File: src/rtl/regfile_read_unit_pkg.sv
// Shared sizing constants for the register-file read unit.
package regfile_read_unit_pkg;

  // Default register count; must be a power of two.
  localparam int REGFILE_NUM_REGS = 16;

  // Address width that selects one of the default registers.
  localparam int REGFILE_ADDR_W = $clog2(REGFILE_NUM_REGS);

  // Register 0 is hardwired to zero and never reserved.
  localparam int ZERO_REG = 0;

endpackage : regfile_read_unit_pkg

File: src/rtl/register_32.sv
// Single storage register with synchronous clear and a write strobe.
module register_32 #(
  parameter int WIDTH = 32
) (
  input  logic             clock,
  input  logic             clear,
  input  logic             write,
  input  logic [WIDTH-1:0] write_data,
  output logic [WIDTH-1:0] read_data
);

  logic [WIDTH-1:0] value_d;
  logic [WIDTH-1:0] value_q;

  // Next value: load on write, otherwise hold.
  always_comb begin
    value_d = value_q;
    if (write) begin
      value_d = write_data;
    end
  end

  // Clear has priority over any write in the same cycle.
  always_ff @(posedge clock) begin
    if (clear) begin
      value_q <= '0;
    end else begin
      value_q <= value_d;
    end
  end

  assign read_data = value_q;

endmodule : register_32

File: src/rtl/regfile_read_unit.sv
// Register-file read side: operand reads with busy-bit stalls and writeback forwarding.
module regfile_read_unit
  import regfile_read_unit_pkg::*;
#(
  parameter  int WIDTH    = 32,
  parameter  int NUM_REGS = REGFILE_NUM_REGS,
  localparam int ADDR_W   = $clog2(NUM_REGS)
) (
  input  logic              Clock,
  input  logic              Clear,
  input  logic              WriteEn,
  input  logic [ADDR_W-1:0] WriteAddr,
  input  logic [WIDTH-1:0]  WriteData,
  input  logic              ReqValid,
  output logic              ReqReady,
  input  logic [ADDR_W-1:0] ReqRA,
  input  logic [ADDR_W-1:0] ReqRB,
  input  logic [ADDR_W-1:0] ReqRD,
  input  logic              ReqDestEn,
  output logic              RespValid,
  output logic [WIDTH-1:0]  RespA,
  output logic [WIDTH-1:0]  RespB
);

  localparam logic [ADDR_W-1:0] ZERO_ADDR = ADDR_W'(ZERO_REG);

  logic [WIDTH-1:0]    reg_vals [NUM_REGS];
  logic [NUM_REGS-1:0] busy_d;
  logic [NUM_REGS-1:0] busy_q;
  logic                stall_a;
  logic                stall_b;
  logic                stall_d;
  logic                accept;
  logic [WIDTH-1:0]    operand_a;
  logic [WIDTH-1:0]    operand_b;
  logic                resp_valid_d;
  logic                resp_valid_q;
  logic [WIDTH-1:0]    resp_a_d;
  logic [WIDTH-1:0]    resp_a_q;
  logic [WIDTH-1:0]    resp_b_d;
  logic [WIDTH-1:0]    resp_b_q;

  // Register 0 has no storage and always reads zero.
  assign reg_vals[0] = '0;

  for (genvar i = 1; i < NUM_REGS; i++) begin : g_regs
    register_32 #(
      .WIDTH(WIDTH)
    ) u_reg (
      .clock     (Clock),
      .clear     (Clear),
      .write     (WriteEn && (WriteAddr == ADDR_W'(i))),
      .write_data(WriteData),
      .read_data (reg_vals[i])
    );
  end

  // A busy register only blocks if this cycle's writeback does not resolve it.
  always_comb begin
    stall_a = busy_q[ReqRA] && !(WriteEn && (WriteAddr == ReqRA));
    stall_b = busy_q[ReqRB] && !(WriteEn && (WriteAddr == ReqRB));
    stall_d = ReqDestEn && busy_q[ReqRD] && !(WriteEn && (WriteAddr == ReqRD));
  end

  assign ReqReady = !(stall_a || stall_b || stall_d);
  assign accept   = ReqValid && ReqReady;

  // Operand select: zero register, then writeback bypass, then stored value.
  always_comb begin
    operand_a = reg_vals[ReqRA];
    if (ReqRA == ZERO_ADDR) begin
      operand_a = '0;
    end else if (WriteEn && (WriteAddr == ReqRA)) begin
      operand_a = WriteData;
    end
    operand_b = reg_vals[ReqRB];
    if (ReqRB == ZERO_ADDR) begin
      operand_b = '0;
    end else if (WriteEn && (WriteAddr == ReqRB)) begin
      operand_b = WriteData;
    end
  end

  // Scoreboard update: writeback clears, a new reservation sets and wins over the clear.
  always_comb begin
    busy_d = busy_q;
    if (WriteEn) begin
      busy_d[WriteAddr] = 1'b0;
    end
    if (accept && ReqDestEn && (ReqRD != ZERO_ADDR)) begin
      busy_d[ReqRD] = 1'b1;
    end
    busy_d[ZERO_REG] = 1'b0;
  end

  // Response registers load on accept and otherwise hold their last operands.
  always_comb begin
    resp_valid_d = accept;
    resp_a_d     = resp_a_q;
    resp_b_d     = resp_b_q;
    if (accept) begin
      resp_a_d = operand_a;
      resp_b_d = operand_b;
    end
  end

  // Scoreboard and response state with synchronous clear.
  always_ff @(posedge Clock) begin
    if (Clear) begin
      busy_q       <= '0;
      resp_valid_q <= 1'b0;
      resp_a_q     <= '0;
      resp_b_q     <= '0;
    end else begin
      busy_q       <= busy_d;
      resp_valid_q <= resp_valid_d;
      resp_a_q     <= resp_a_d;
      resp_b_q     <= resp_b_d;
    end
  end

  assign RespValid = resp_valid_q;
  assign RespA     = resp_a_q;
  assign RespB     = resp_b_q;

endmodule : regfile_read_unit
File: config.mk
export PLATFORM = sky130hd
export DESIGN_NAME = regfile_read_unit
export DESIGN_NICKNAME = d
export VERILOG_FILES = /design/src/rtl/regfile_read_unit_pkg.sv /design/src/rtl/register_32.sv /design/src/rtl/regfile_read_unit.sv
export SDC_FILE = /design/constraint.sdc
export NUM_CORES = 2
export LEC_CHECK = 0
export BUFFER_PORTS_ARGS = -buffer_cell sky130_fd_sc_hd__buf_2
export CAP_MARGIN = 20
export CORE_MARGIN = 1
export CORE_UTILIZATION = 31
export DETAILED_ROUTE_END_ITERATION = 12
export RECOVER_POWER = 50
export REMOVE_ABC_BUFFERS = 1
export SETUP_SLACK_MARGIN = 0.02
export SYNTH_ARGS = -nofsm -noshare
export SYNTH_HDL_FRONTEND = slang
export SYNTH_SLANG_ARGS = --single-unit
File: constraint.sdc
create_clock -name Clock -period 2.4 [get_ports Clock]
set_clock_uncertainty 0.05 [all_clocks]
set_input_delay 0.12 -clock Clock [delete_from_list [all_inputs] [get_ports Clock]]
set_output_delay 0.12 -clock Clock [all_outputs]
set_load 0.05 [all_outputs]
# Word level (Yosys, flattened, before mapping)
# Cells that the tools add are included.
classes:
  n_eq_ne: 18
  n_reduce_logical: 36
  bitwise_logic: 5
  muxes: 22
  order_cmp: 8
ops:
  columns: ["cell", "n"]
  rows:
  - ["$bmux 32 s4", 2]
  - ["$mux 32", 8]
  - ["$eq 4x4->1 const B", 8]
  - ["$mux 16", 2]
  - ["$logic_and 1x1->1", 27]
  - ["$lt 4x5->1 const B", 4]
  - ["$and 16x16->16", 1]
  - ["$eq 4x3->1 const B", 4]
  - ["$not 16->16", 1]
  - ["$or 16x16->16", 1]
  - ["$bmux 1 s4", 3]
  - ["$eq 4x4->1", 3]
  - ["$ge 5x5->1 const B", 2]
  - ["$not 4->5", 2]
  - ["$demux 1 s4", 2]
  - ["$eq 4x2->1 const B", 2]
  - ["$ge 4x1->1 const B", 2]
  - ["$logic_not 4->1", 2]
  - ["$mux 1", 5]
  - ["$eq 4x1->1 const B", 1]
  - ["$logic_not 1->1", 4]
  - ["$reduce_bool 4->1", 1]
  - ["$logic_or 1x1->1", 2]
word_totals:
  out_inout_bits: 66
  elab_cells: 109
  reg_bits: 561

# Depth between registers and ports, before layout
logic_depth:
  word_depth: 11
  ltp_mapped: 10
  mapped_depth_nobuf: 6

# Hierarchy
# A second synthesis with hierarchy kept.
hier_totals:
  hier_cells: 2609
  hier_area_um2: 28766.3
by_module_without_submodules:
  columns: ["module", "area_per_inst_um2", "cells_each", "n_inst"]
  rows:
  - ["register_32", 1163.6, 103, 15]
  - ["regfile_read_unit", 11312.1, 1064, 1]

# Worst setup path after synthesis
# Ideal clock, no wire load.
synth_path:
  kind: "flip-flop to flip-flop"
  start: "register busy_q[11]"
  end: "register resp_b_q[14] (netlist: RespB[14])"
  path_slack_ps: 311
  period_less_slack_ps: 2089
  arrival_time_ps: 1918
  setup_time_ps: 121
  t_required_ps: 2229
  stages_incl_launch_ff: 8
  n_path_buf: 2
  cell_sequence: "dfxtp_1 -> mux4_2 -> a211oi_1 -> a211o_1 -> and4_4 -> buf_8 -> buf_12 -> mux2_4"
synth_via:
  elab_chain_cells: 7
synth_lines:
  columns: ["item", "line_no", "rtl"]
  rows:
  - ["start: declaration", "regfile_read_unit.sv:29", "logic [NUM_REGS-1:0] busy_q;"]
  - ["start signal: assignment", "regfile_read_unit.sv:115", "busy_q <= busy_d;"]
  - ["$bmux 1 s4, on equally long branches", "regfile_read_unit.sv:60, regfile_read_unit.sv:61, regfile_read_unit.sv:62", null]
  - ["$mux 1, on equally long branches", "regfile_read_unit.sv:60, regfile_read_unit.sv:61, regfile_read_unit.sv:62", null]
  - ["$logic_and 1x1->1, on equally long branches", "regfile_read_unit.sv:60, regfile_read_unit.sv:61, regfile_read_unit.sv:62", null]
  - ["$logic_or 1x1->1 / $logic_and 1x1->1 (equally long branches)", "regfile_read_unit.sv:65, regfile_read_unit.sv:62", null]
  - ["$logic_or 1x1->1 (*)", "regfile_read_unit.sv:65", "assign ReqReady = !(stall_a || stall_b || stall_d);"]
  - ["$logic_not 1->1 (*)", "regfile_read_unit.sv:65", null]
  - ["$logic_and 1x1->1 (*)", "regfile_read_unit.sv:66", "assign accept = ReqValid && ReqReady;"]
  - ["end signal: assignment", "regfile_read_unit.sv:118", "resp_b_q <= resp_b_d;"]
  - ["end: declaration", "regfile_read_unit.sv:41", "logic [WIDTH-1:0] resp_b_q;"]
# Every way passes the cells marked *; elsewhere a longest branch is shown, timed or not. The select of a mux whose other input is x is not followed.
# A chain may end at the register's enable or synchronous reset.

# Worst setup path after layout
layout_path:
  start: "register busy_q[6]"
  end: "register resp_b_q[31] (netlist: RespB[31])"
# The elaborated chain is that of the path after synthesis.

==> flow_summary.yaml <==
floorplanning:
  die_y_um: 307
  fp.dieW_um: 307
  start_util: 0.314
  die_area_um2: 94300
  core_um2: 91900
  ioPinCount: 119
  rows: 111
synth:
  seq_area_frac_synth: 0.389
  synth.distinct_cells: 45
  yosys.area.top_type_share: 0.389
  synth.most_common_cell: "nand2_1"
  synth-async-reset-ratio: 0
  synth_common_cells: "nand2_1, dfxtp_1, a21oi_1, clkbuf_1, mux4_2"
  synth_ff_type: "dfxtp_1"
  synthTopCellsByArea: "dfxtp_1, nand2_1, mux4_2"
  syn_area_per_cell_um2: 8.64
  synth_cells: 3338
  ys_warn_count: 0
  synth-edff-count: 0
  synth_top_cell_by_area: "dfxtp_1"
  ys_seq_elements: 560
  syn_area_um2: 28900
global_route:
  grt_util_all_layers: 0.226
  grt_pass1_wl_um: 162000
  antenna_found_initial: 4
  grt_max_degree: 94
  first_global_vias: 24700
  grt_overflow: 0
route:
  wl_per_cell_um: 23.5
  vias: 26000
  dr.pass1.iters: 8
  drtIter0Drc: 2832
  drc: 0
  ant_nets: 0
  vias_per_cell: 5.56
  drt_wl_total_um: 110000
final_layout:
  drive_above_1_share: 0.231
  num-fill-cells: 9222
  num-nets-final: 3433
  seqCellArea_um2: 11200
  final-instance-count-excl-fill: 4668
  final_cell_area_um2: 34200
  multiInputGateArea_um2: 16300
  area_delta_synth_final_pct: 18.4
  final_core_util: 0.371
sta:
  hold_viol: 0
  tightest_slew_ps: 1780
  report.final.slew_viol_count: 89
  setup_ws_ps: -196
  rsz0062_at_grt: "yes"
  setup_tns_ps: -5900
  setup_viol: 49
  slew_headroom: -0.188
  layout_worst_path_cycle_share: 1.08
  period_needed_ps: 2600
  hold_ws_ps: 37.4
  fmax_mhz: 385
clock_tree:
  cts_buffer_depth: 3
  root_buffer: "clkbuf_16"
  clk_pin_slew_ps: 60
  clk_latency_ps: 620
  clock-sinks: 560
  cts_tree: "yes"
  cts_max_level: 3
  cts_made_buffers: 66
power:
  p_leak_nw: 11.9
  ir_drop_mv: 0.455
  report.power.total_mw: 22.3
  powerDensity_nw_per_um2: 654
setup_path:
  cp.required_ps: 2850
  setup.worst_path.end_class: "flop"
  worst_ep_arrival_time_ps: 3040
  crit_path_start_kind: "flop"
  setup.worst_path.class: "reg -> reg"
  critPathMaxFanout: 13
place:
  place_inst: 4496
  post-place-ws_ps: -45.8
  placed_area_um2: 31400
  hpwl_um: 63900
  gp_congestion: 0.869
  io_buffer_count: 118
job:
  maxCapViolCount: 1
worst_hold_path:
  hold_path_class: "in -> reg"
status:
  violations: "capacitance limit, slew limit, setup timing"
  status: "complete, but fails checks"
## placed cells by master, fill, tap and decap left out, types with 10 or more instances in the layout
cell	count
a211o_1	10
a211oi_1	34
a21oi_1	534
a221oi_1	40
a222oi_1	24
a22oi_1	24
buf_12	37
buf_2	112
buf_4	107
clkbuf_1	16
clkbuf_16	70
clkbuf_8	14
dfxtp_1	553
dlygate4sd3_1	41
mux2_2	149
mux2_4	33
mux2i_1	90
mux4_2	175
nand2_1	1084
nand3_1	18
nor2_1	49
nor2_4	12
nor2b_1	40
nor3_1	17
## critical path, stage by stage, from the launching register on
cell       delay, ps
dfxtp_2          340
mux4_2           470
nor2_1           130
nor2_1            80
o211ai_1         280
buf_4            170
and4_4           250
buf_12           170
clkbuf_16        220
mux2_4           310
## kinds of logic after synthesis
kind of cell,count (synthesis),share of synthesized area
compound gates,695,0.139
mux,447,0.241
buf+inv,358,0.0545
simple gates,1266,0.173
flops,560,0.389
xor+xnor,12,0.00364
## routing by layer
metal	wire length [µm]	up-vias	part of all wire	global-route usage
li1	-	11700	-	-
met1	43300	12700	0.40	0.287
met2	51600	1281	0.47	0.372
met3	9870	282	0.090	0.0434
met4	4830	4	0.044	0.102
met5	23	-	0.00021	0
## final timing paths
check        slack [ps]  cells past startpoint      start   endpoint
max reg2reg        -200                      9  busy_q[6]  RespB[31]
max                -200                      9  busy_q[6]  RespB[31]
min reg2reg         400                      2  RespA[17]  RespA[17]
min                  40                      3   ReqRD[3]  busy_q[1]
## sequential cells by signal, summed over array words and instances, names as in the netlist
name                    count
g_regs.u_reg.read_data    480
RespA                      32
RespB                      32
busy_q                     15
RespValid                   1
## report_power, final
| part | leakage, nW | switching, mW | internal [mW] |
|---|---|---|---|
| combinational | 6.33 | 1.65 | 0.922 |
| sequential | 4.53 | 0.104 | 9.45 |
| clock | 1.06 | 4.19 | 6.02 |
## repair_timing
item                                   in CTS  in global routing
resized for setup                          30                 14
hold buffers                               41                  0
setup endpoints to repair                   8                 55
setup buffers                               4                 13
endpoints found under the hold margin     497                  0
cloned                                      0                  2
pin swaps                                   4                  7
## area by class of cell
type	instances	area share
diodes	1	0.0000733
clock buffers	95	0.0563
clock inverters	17	0.00670
inverters	6	0.000733
multi-input cells	2420	0.478
flip-flops and latches	560	0.328
well taps	1243	0.0455
repair buffers	326	0.0839
No activity file was read; power rests on OpenSTA's default activity.
